--- src/rtl/rcv_pkg.sv ---
// ---------------------------------------------------------------------------
// rcv_pkg
// Shared types and sizing helpers for the framed serial receiver.
//   state_t     : receiver FSM states.
//   timerWidth  : bits needed for a counter that runs 0 .. bitPeriod-1.
//   countWidth  : bits needed to count 0 .. numBits data samples.
// ---------------------------------------------------------------------------
package rcv_pkg;

    typedef enum logic [2:0] {
        IDLE  = 3'd0,
        START = 3'd1,
        DATA  = 3'd2,
        STOP  = 3'd3,
        LOAD  = 3'd4
    } state_t;

    function automatic int timerWidth(input int bitPeriod);
        return (bitPeriod > 2) ? $clog2(bitPeriod) : 1;
    endfunction

    function automatic int countWidth(input int numBits);
        return (numBits > 1) ? $clog2(numBits + 1) : 1;
    endfunction

endpackage

--- src/rtl/flex_stp_sr.sv ---
// ---------------------------------------------------------------------------
// flex_stp_sr
// Parameterized serial-to-parallel shift register.
//   clk          : system clock, rising edge
//   n_rst        : asynchronous active-low reset (register -> all 1s)
//   shift_enable : shift one bit in this cycle
//   serial_in    : bit to shift in
//   parallel_out : current register contents
// SHIFT_MSB=0 : the first bit shifted in ends up in bit 0 (shift right).
// SHIFT_MSB=1 : the first bit shifted in ends up in the MSB (shift left).
// ---------------------------------------------------------------------------
module flex_stp_sr #(
    parameter int NUM_BITS  = 8,
    parameter bit SHIFT_MSB = 1'b0
) (
    input  logic                clk,
    input  logic                n_rst,
    input  logic                shift_enable,
    input  logic                serial_in,
    output logic [NUM_BITS-1:0] parallel_out
);

    logic [NUM_BITS-1:0] shiftReg_q;
    logic [NUM_BITS-1:0] shiftReg_d;

    // Next value: new bit enters at the end that drains toward its final slot.
    always_comb begin
        shiftReg_d = shiftReg_q;
        if (shift_enable) begin
            if (SHIFT_MSB) begin
                shiftReg_d = {shiftReg_q[NUM_BITS-2:0], serial_in};
            end else begin
                shiftReg_d = {serial_in, shiftReg_q[NUM_BITS-1:1]};
            end
        end
    end

    // Register resets to all 1s, matching an idle-high line.
    always_ff @(posedge clk or negedge n_rst) begin
        if (!n_rst) begin
            shiftReg_q <= '1;
        end else begin
            shiftReg_q <= shiftReg_d;
        end
    end

    assign parallel_out = shiftReg_q;

endmodule

--- src/rtl/flex_stp_rcv.sv ---
// ---------------------------------------------------------------------------
// flex_stp_rcv
// Framed serial receiver: idle-high line, start bit 0, NUM_DATA_BITS data
// bits, one stop bit 1. Delivers a parallel word with a ready/read handshake.
//   clk           : system clock, rising edge
//   n_rst         : asynchronous active-low reset
//   serial_in     : asynchronous serial line, idle high
//   data_read     : consumer pulse acknowledging rx_data
//   rx_data       : data of the last good frame
//   data_ready    : rx_data holds unread data
//   overrun_error : an unread word was overwritten
//   framing_error : the last frame's stop bit was 0
// ---------------------------------------------------------------------------
module flex_stp_rcv
    import rcv_pkg::*;
#(
    parameter int NUM_DATA_BITS = 8,
    parameter int BIT_PERIOD    = 10,
    parameter bit SHIFT_MSB     = 1'b0
) (
    input  logic                     clk,
    input  logic                     n_rst,
    input  logic                     serial_in,
    input  logic                     data_read,
    output logic [NUM_DATA_BITS-1:0] rx_data,
    output logic                     data_ready,
    output logic                     overrun_error,
    output logic                     framing_error
);

    localparam int TW = timerWidth(BIT_PERIOD);
    localparam int CW = countWidth(NUM_DATA_BITS);
    localparam logic [TW-1:0] HALF_LAST = TW'(BIT_PERIOD / 2 - 1);
    localparam logic [TW-1:0] BIT_LAST  = TW'(BIT_PERIOD - 1);
    localparam logic [CW-1:0] LAST_BIT  = CW'(NUM_DATA_BITS - 1);

    logic   sync1_q, sync2_q, prev_q;
    state_t state_q, state_d;
    logic [TW-1:0] timer_q, timer_d;
    logic [CW-1:0] count_q, count_d;
    logic   stop_q, stop_d;
    logic [NUM_DATA_BITS-1:0] rx_q, rx_d;
    logic   ready_q, ready_d;
    logic   ovr_q, ovr_d;
    logic   frm_q, frm_d;
    logic   shiftEn;
    logic   startDetect;
    logic [NUM_DATA_BITS-1:0] shiftWord;

    // Two-flop synchronizer plus a third flop holding the previous synced
    // value; all reset high so a line that is idle at release is not a start.
    always_ff @(posedge clk or negedge n_rst) begin
        if (!n_rst) begin
            sync1_q <= 1'b1;
            sync2_q <= 1'b1;
            prev_q  <= 1'b1;
        end else begin
            sync1_q <= serial_in;
            sync2_q <= sync1_q;
            prev_q  <= sync2_q;
        end
    end

    assign startDetect = prev_q & ~sync2_q;

    // Next-state logic. The timer restarts at every sample point so the
    // first sample lands mid start bit and later ones one bit period apart.
    always_comb begin
        state_d = state_q;
        timer_d = timer_q;
        count_d = count_q;
        stop_d  = stop_q;
        shiftEn = 1'b0;
        case (state_q)
            IDLE: begin
                timer_d = '0;
                count_d = '0;
                if (startDetect) state_d = START;
            end
            START: begin
                if (timer_q == HALF_LAST) begin
                    timer_d = '0;
                    state_d = sync2_q ? IDLE : DATA;
                end else begin
                    timer_d = timer_q + TW'(1);
                end
            end
            DATA: begin
                if (timer_q == BIT_LAST) begin
                    timer_d = '0;
                    shiftEn = 1'b1;
                    if (count_q == LAST_BIT) begin
                        count_d = '0;
                        state_d = STOP;
                    end else begin
                        count_d = count_q + CW'(1);
                    end
                end else begin
                    timer_d = timer_q + TW'(1);
                end
            end
            STOP: begin
                if (timer_q == BIT_LAST) begin
                    timer_d = '0;
                    stop_d  = sync2_q;
                    state_d = LOAD;
                end else begin
                    timer_d = timer_q + TW'(1);
                end
            end
            LOAD: begin
                state_d = IDLE;
            end
            default: begin
                state_d = IDLE;
            end
        endcase
    end

    // Output register updates. A good load takes priority over a read in the
    // same cycle, so the fresh word is never lost to a late acknowledge.
    always_comb begin
        rx_d    = rx_q;
        ready_d = ready_q;
        ovr_d   = ovr_q;
        frm_d   = frm_q;
        if (state_q == LOAD) begin
            if (stop_q) begin
                rx_d    = shiftWord;
                ready_d = 1'b1;
                frm_d   = 1'b0;
                ovr_d   = ovr_q | (ready_q & ~data_read);
            end else begin
                frm_d = 1'b1;
            end
        end else if (data_read) begin
            ready_d = 1'b0;
            ovr_d   = 1'b0;
        end
    end

    // FSM, timer, counters and output registers.
    always_ff @(posedge clk or negedge n_rst) begin
        if (!n_rst) begin
            state_q <= IDLE;
            timer_q <= '0;
            count_q <= '0;
            stop_q  <= 1'b0;
            rx_q    <= '1;
            ready_q <= 1'b0;
            ovr_q   <= 1'b0;
            frm_q   <= 1'b0;
        end else begin
            state_q <= state_d;
            timer_q <= timer_d;
            count_q <= count_d;
            stop_q  <= stop_d;
            rx_q    <= rx_d;
            ready_q <= ready_d;
            ovr_q   <= ovr_d;
            frm_q   <= frm_d;
        end
    end

    flex_stp_sr #(
        .NUM_BITS  (NUM_DATA_BITS),
        .SHIFT_MSB (SHIFT_MSB)
    ) uShifter (
        .clk          (clk),
        .n_rst        (n_rst),
        .shift_enable (shiftEn),
        .serial_in    (sync2_q),
        .parallel_out (shiftWord)
    );

    assign rx_data       = rx_q;
    assign data_ready    = ready_q;
    assign overrun_error = ovr_q;
    assign framing_error = frm_q;

endmodule

--- config.mk ---
export PLATFORM = sky130hd
export DESIGN_NAME = flex_stp_rcv
export DESIGN_NICKNAME = d
export VERILOG_FILES = /design/src/rtl/rcv_pkg.sv /design/src/rtl/flex_stp_sr.sv /design/src/rtl/flex_stp_rcv.sv
export SDC_FILE = /design/constraint.sdc
export NUM_CORES = 1
export LEC_CHECK = 0
export CORE_ASPECT_RATIO = 1.1
export CORE_MARGIN = 10
export CORE_UTILIZATION = 45
export CTS_BUF_LIST = sky130_fd_sc_hd__clkbuf_8
export DETAILED_ROUTE_END_ITERATION = 6
export GPL_ROUTABILITY_DRIVEN = 0
export PLACE_DENSITY_LB_ADDON = 0.25
export SYNTH_ARGS = -nofsm -noshare
export SYNTH_HDL_FRONTEND = slang
export SYNTH_SLANG_ARGS = --single-unit
--- constraint.sdc ---
create_clock -name clk -period 2.1 [get_ports clk]
set_input_delay 0.525 -clock clk [delete_from_list [all_inputs] [get_ports clk]]
set_output_delay 0.525 -clock clk [all_outputs]
set_load 0.02 [all_outputs]
==> results of run 1 <==
## per-layer routing
layer | global-route usage | vias up | share of wire
met5 | 0 | - | 0
met4 | 0.0558 | 0 | 0.010
met3 | 0.0529 | 2 | 0.052
met2 | 0.199 | 15 | 0.57
met1 | 0.0939 | 466 | 0.37
li1 | - | 464 | -
## registers in the layout (all words and copies together), names as in the netlist, 3 cells and up
name	flops
rx_data	8
uShifter.parallel_out	8
count_q	4
timer_q	4
state_q	3
## final timing paths
check | startpoint | endpoint | slack [ns] | cells after the start
worst min register to register | sync1_q$_DFF_PN1_ | sync2_q$_DFF_PN1_ | 0.36 | 0
max in group asynchronous | n_rst | rx_data[7]$_DFFE_PN1P_ | 1.13 | 2
worst max register to register | timer_q[1]$_DFFE_PN0P_ | stop_q$_DFFE_PN0P_ | 0.40 | 6
worst max-delay path | rx_data[4]$_DFFE_PN1P_ | rx_data[4] | 0.16 | 1
min in group asynchronous | n_rst | timer_q[2]$_DFFE_PN0P_ | 0.65 | 2
worst min-delay path | sync1_q$_DFF_PN1_ | sync2_q$_DFF_PN1_ | 0.36 | 0
## worst reg2reg max path, stage by stage (launching register included)
cell and delay [ns]:
dfrtp_1 0.40, inv_1 0.10, ha_1 0.17, and3b_1 0.32, nand2_1 0.11, nor2_1 0.15
mux2_2 0.35
## area by class of cell
class,instances,area [µm²]
Clock buffer,5,68.8
Clock inverter,3,17.5
Fill cell,252,1360
Inverter,4,15.0
Multi-Input combinational cell,79,596
Sequential cell,34,875
Tap cell,34,42.5
Timing Repair Buffer,16,155
## through the flow
step / setup slack (ns) / area [µm²] / util / total power [µW] / instances
after CTS: 0.134 / 1770 / 0.566 / 1730 / 175
after global routing: 0.0935 / 1770 / 0.566 / 1850 / 175
after floorplan: 0.564 / 1510 / - / 1140 / 121
after global placement: 0.432 / 1680 / 0.538 / 1240 / 167
final: 0.161 / 1770 / 0.566 / 1700 / 175
after detailed placement: 0.380 / 1680 / 0.538 / 1260 / 167
## power by group through the flow
stage          clock network [µW]  registers, µW  logic [µW]
4_1_cts                       471            846         411
6_report                      448            845         403
2_1_floorplan                   0            833         310
5_1_grt                       512            864         471
3_3_place_gp                    0            852         386
3_5_place_dp                    0            857         406
## cells in the final DEF (no fill, tap or decap), types with 2 or more instances in the layout
master | netlist | layout
buf_4 | 1 | 2
a21oi_1 | 4 | 4
clkdlybuf4s50_1 | 0 | 14
or3_1 | 2 | 2
nand2_1 | 11 | 11
o21ai_1 | 2 | 2
dfstp_2 | 19 | 19
dfrtp_1 | 15 | 15
mux2_2 | 17 | 17
o21ai_0 | 6 | 6
and3b_1 | 2 | 2
o31ai_1 | 2 | 2
ha_1 | 4 | 4
nor3_1 | 4 | 4
inv_1 | 4 | 5
nor2_1 | 5 | 5
clkbuf_8 | 0 | 5
nand3_1 | 3 | 3
## cell families (layout without fill, tap and decap cells)
group	count (synthesis)	in the layout	synth area share
DFF	34	34	0.580
adders and majority gates	4	4	0.0332
muxes	18	18	0.134
and+or+nand+nor	36	36	0.129
AOI/OAI and AO/OA	21	21	0.0988
buffers and inverters	8	28	0.0249
==> impl_results.md, run 1 <==
* Clock-pin slew on the worst setup and hold paths at 0.07 ns
* Clk pwr share at 0.264
* CTS H-tree depth at 2
* Area share of the largest cell type after synthesis at 0.331
* IO Pins at 15
* Area growth, synth to finish at 17.3%
* HP Class: reg2reg
* Slew of the pin with the lowest slew margin at 0.462 ns
* Via-to-Cell Ratio at 5.41
* Async SR Flop Fraction at 1.00
* Clk sink count at 34
* Mapped Area at 0.00151 mm²
* Cell-internal power at 1160 µW
* Cell with the most instances after synthesis: dfstp_2
* Fin Setup TNS at 0 ns
* Slew headroom at 0.692
* Max-cap violations at 0
* Die Wd at 75.2 µm
* Bufs on Longest Clock Path at 2
* Register area share after synthesis at 0.580
* Port Buffer Count at 14
* DP Wirelength at 1870 µm
* Outcome: finished, final reports clean
* Ys flop type: dfstp_2
* Hold slack at 0.357 ns
* RSZ-0062 raised after global routing: false
* N_diodes at 0
* WL/cell at 14.7 µm
* Setup bufs post-CTS at 0
* Final ANT Viol Nets at 0
* Die Height at 80.7 µm
* Top Family by Delay on Critical Path: buffers and inverters
* Synth Register Bits at 34
* WS Path Type: reg2out
* Crit path buf inv count at 1
* Initial antenna violation count at 0
* Post_cts resized at 0
* Leak at 0.000781 µW
* Rows at 21
* Syn. warnings at 0
* Core Footprint at 0.00313 mm²
* Final min period at 1.94 ns
* Max-slew violations at 0
* Logic gate share of total power at 0.238
* Cts hold-fix bufs at 0
* Fin crit share at 0.924
* # setup viols final at 0
* Clk_lat worst skew at 0.28 ns
* DR vias at 947
* Worst Path Max Fanout at 2
* Critical Path Source Type: flip-flop
* Root buf cell: clkbuf_8
* Yosys cell types at 34
* CTS tree: done
* Yosys top cell by area: dfstp_2
* Starting Density at 0.482
* Syn_nets at 129
* Top cells by count, synth: dfstp_2 (19), mux2_2 (17), dfrtp_1 (15)
* TritonCTS Buffers at 5
* Mapped Avg Cell Area at 12.5 µm²
* CP endpoint kind: output pin
* Starting DRT DRC Count at 44
* Synth area leaders: dfstp_2 (33%), dfrtp_1 (25%), mux2_2 (13%)
* DRC Markers at 0
* Final Hold Vio Count at 0
* Clock skew at 0.00285 ns
* PwrDens at 959 mW/mm²
* Vias in the first global route at 1096
* Layout cells sized above 1 at 0.355
* Overall routing resource usage at 0.108
* WP data required at 1.57 ns
* Maximum clock frequency at 0.516 GHz
* Number of synthesized flops with an enable pin at 0
* Worst-path cell chain: clkdlybuf4s50_1
* Synthesized instance count at 121
* Sw frac at 0.313
* Sw power at 531 µW
* Largest net degree at the start of global routing at 35
* Reg power frac at 0.498
* Die area at 0.00607 mm²
* Max stage delay on crit path at 0.60 ns
* Grt ovf at 0
* Crit path DAT at 1.41 ns
* First drt pass iteration count at 4
* Slowest stage cell, crit path: clkdlybuf4s50_1
* Final net count at 148
* Wirelength, routed at 2570 µm
* First-pass GRT wire length at 4840 µm
* Maximum VDD drop at 0.000506 V
Power figures use the tool's default switching activity.
==> inputs of run 2 (changes only) <==
- CELL_PAD_IN_SITES_DETAIL_PLACEMENT: not set -> 1
- CELL_PAD_IN_SITES_GLOBAL_PLACEMENT: not set -> 2
- CORE_ASPECT_RATIO: 1.1 -> not set
- CORE_UTILIZATION: 45 -> 40
==> run 2 against run 1 <==
Against the previous run:
- combinational power is 4% higher
- fmax is 0.37% higher
- clock power is 26% higher
- register-to-register slack worse by 0.03 ns
- first-iteration DRC count is 39% lower
- flip-flop and latch count stayed put
- highest routed layer is now met3
==> impl_results.md, run 2 (synthesis results as in run 1) <==
* Outcome: finished, final reports clean (unchanged)
* Max-slew violations at 0 (unchanged)
* Fin crit share at 0.920 (was 0.924)
* TritonCTS Buffers at 5 (unchanged)
* Top Family by Delay on Critical Path: buffers and inverters (unchanged)
* Cell Count Post-Placement at 182 (was 167)
* Maximum VDD drop at 0.000437 V (was 0.000506 V)
* CTS H-tree depth at 2 (unchanged)
* Die area at 0.00663 mm² (was 0.00607 mm²)
* Vias in the first global route at 1089 (was 1096)
* # setup viols final at 0 (unchanged)
* IO Pins at 15 (unchanged)
* Worst-path cell chain: clkdlybuf4s50_1 (unchanged)
* Via-to-Cell Ratio at 5.18 (was 5.41)
* HP Start: sync1_q$_DFF_PN1_ (unchanged)
* Grt ovf at 0 (unchanged)
* Crit path DAT at 1.41 ns (about the same)
* RSZ-0062 raised after global routing: false (unchanged)
* Tot Pwr at 1830 µW (was 1700 µW)
* DRC Markers at 0 (unchanged)
* Fin area at 0.00181 mm² (was 0.00177 mm²)
* Clock-pin slew on the worst setup and hold paths at 0.07 ns (about the same)
* First-pass GRT wire length at 5110 µm (was 4840 µm)
* Critical path origin: rx_data[1]$_DFFE_PN1P_ (was rx_data[4]$_DFFE_PN1P_)
* WP data required at 1.57 ns (about the same)
* DP Wirelength at 2180 µm (was 1870 µm)
* Leak at 0.000798 µW (was 0.000781 µW)
* Port Buffer Count at 14 (unchanged)
* Largest net degree at the start of global routing at 35 (unchanged)
* Post_cts resized at 0 (unchanged)
* PwrDens at 1010 mW/mm² (was 959 mW/mm²)
* DR vias at 985 (was 947)
* Reg-to-Reg Start: timer_q[0]$_DFFE_PN0P_ (was timer_q[1]$_DFFE_PN0P_)
* Slew of the pin with the lowest slew margin at 0.499 ns (was 0.462 ns)
* Clk sink count at 34 (unchanged)
* Critical Path Source Type: flip-flop (unchanged)
* HP Class: reg2reg (unchanged)
* Clock skew at 0.00545 ns (was 0.00285 ns)
* CP endpoint kind: output pin (unchanged)
* Max stage delay on crit path at 0.60 ns (about the same)
* Final WS setup at 0.168 ns (was 0.161 ns)
* Cts hold-fix bufs at 0 (unchanged)
* WL/cell at 15.8 µm (was 14.7 µm)
* Slew headroom at 0.667 (was 0.692)
* Overall routing resource usage at 0.100 (was 0.108)
* N_diodes at 0 (unchanged)
* Final Hold Vio Count at 0 (unchanged)
* Starting DRT DRC Count at 27 (was 44)
* Finished Layout Cells at 190 (was 175)
* Commonest non-fill, non-tap cell in the layout: dfstp_2 (unchanged)
* Die Wd at 81.4 µm (was 75.2 µm)
* Cell Area, Placed at 0.00171 mm² (was 0.00168 mm²)
* Crit path buf inv count at 1 (unchanged)
* Worst slack, placed at 0.377 ns (was 0.380 ns)
* Die Height at 81.4 µm (was 80.7 µm)
* Slowest stage cell, crit path: clkdlybuf4s50_1 (unchanged)
* WS Path Type: reg2out (unchanged)
* Initial antenna violation count at 0 (unchanged)
* Final ANT Viol Nets at 0 (unchanged)
* Layout cells sized above 1 at 0.352 (was 0.355)
* Final net count at 149 (was 148)
* Clk_lat worst skew at 0.28 ns (about the same)
* Most frequent cells in the layout: dfstp_2 (19), mux2_2 (17), dfrtp_1 (15), clkdlybuf4s50_1 (14), nand2_1 (11) (unchanged)
* Bufs on Longest Clock Path at 2 (unchanged)
* Starting Density at 0.412 (was 0.482)
* Worst Path Max Fanout at 2 (unchanged)
* Maximum clock frequency at 0.518 GHz (was 0.516 GHz)
* Root buf cell: clkbuf_8 (unchanged)
* First drt pass iteration count at 4 (unchanged)
* Fin Setup TNS at 0 ns (unchanged)
* Final min period at 1.93 ns (was 1.94 ns)
* Max-cap violations at 0 (unchanged)
* CTS tree: done (unchanged)
* Wirelength, routed at 3000 µm (was 2570 µm)
* Area growth, synth to finish at 20.3% (was 17.3%)
* Setup bufs post-CTS at 0 (unchanged)
* Rows at 22 (was 21)
* Core Footprint at 0.00366 mm² (was 0.00313 mm²)
## run 2: cell types whose count changed in the layout (fill, tap and decap cells not counted)
cell       change
inv_1          +1
bufinv_16      +1
buf_4          +1
clkinv_2       -1
clkinv_4       -1
## run 2: routing by layer
metal  track usage  vias to the layer above  wire [µm]
met5             0                        -          0
met4        0.0415                        0          0
met3        0.0408                        0        168
met2         0.173                       16       1590
met1         0.105                      502       1240
li1              -                      467          -
## run 2: stage by stage
stage	hold slack, ns	utilization
floorplan	0.229	-
global placement	0.349	0.467
detailed placement	0.350	0.467
CTS	0.360	0.496
global route	0.367	0.496
finish	0.359	0.496
## run 2: area by class of cell
class	instances	area [µm²]
clock buffer	5	68.8
clock inverter	3	37.5
fill	409	1850
inverter	4	15.0
multi-input combinational	79	596
sequential	34	875
tap	48	60.1
timing repair buffer	17	163
## run 2: power breakdown
group / total, µW / leakage [µW] / switching (µW) / internal (µW)
Sequential: 848 / 0.000396 / 93.5 / 755
Clock: 566 / 0.0000607 / 221 / 345
Combinational: 418 / 0.000341 / 236 / 182
Total: 1830 / 0.000798 / 550 / 1280
## run 2: final timing paths
path / to / slack [ns] / cells after the start
setup / recovery: rx_data[1] / 0.17 / 1
hold / removal: sync2_q$_DFF_PN1_ / 0.36 / 0
setup reg to reg: timer_q[3]$_DFFE_PN0P_ / 0.37 / 6
hold reg to reg: sync2_q$_DFF_PN1_ / 0.36 / 0
max in group asynchronous: rx_data[4]$_DFFE_PN1P_ / 1.11 / 2
min in group asynchronous: count_q[3]$_DFFE_PN0P_ / 0.64 / 2
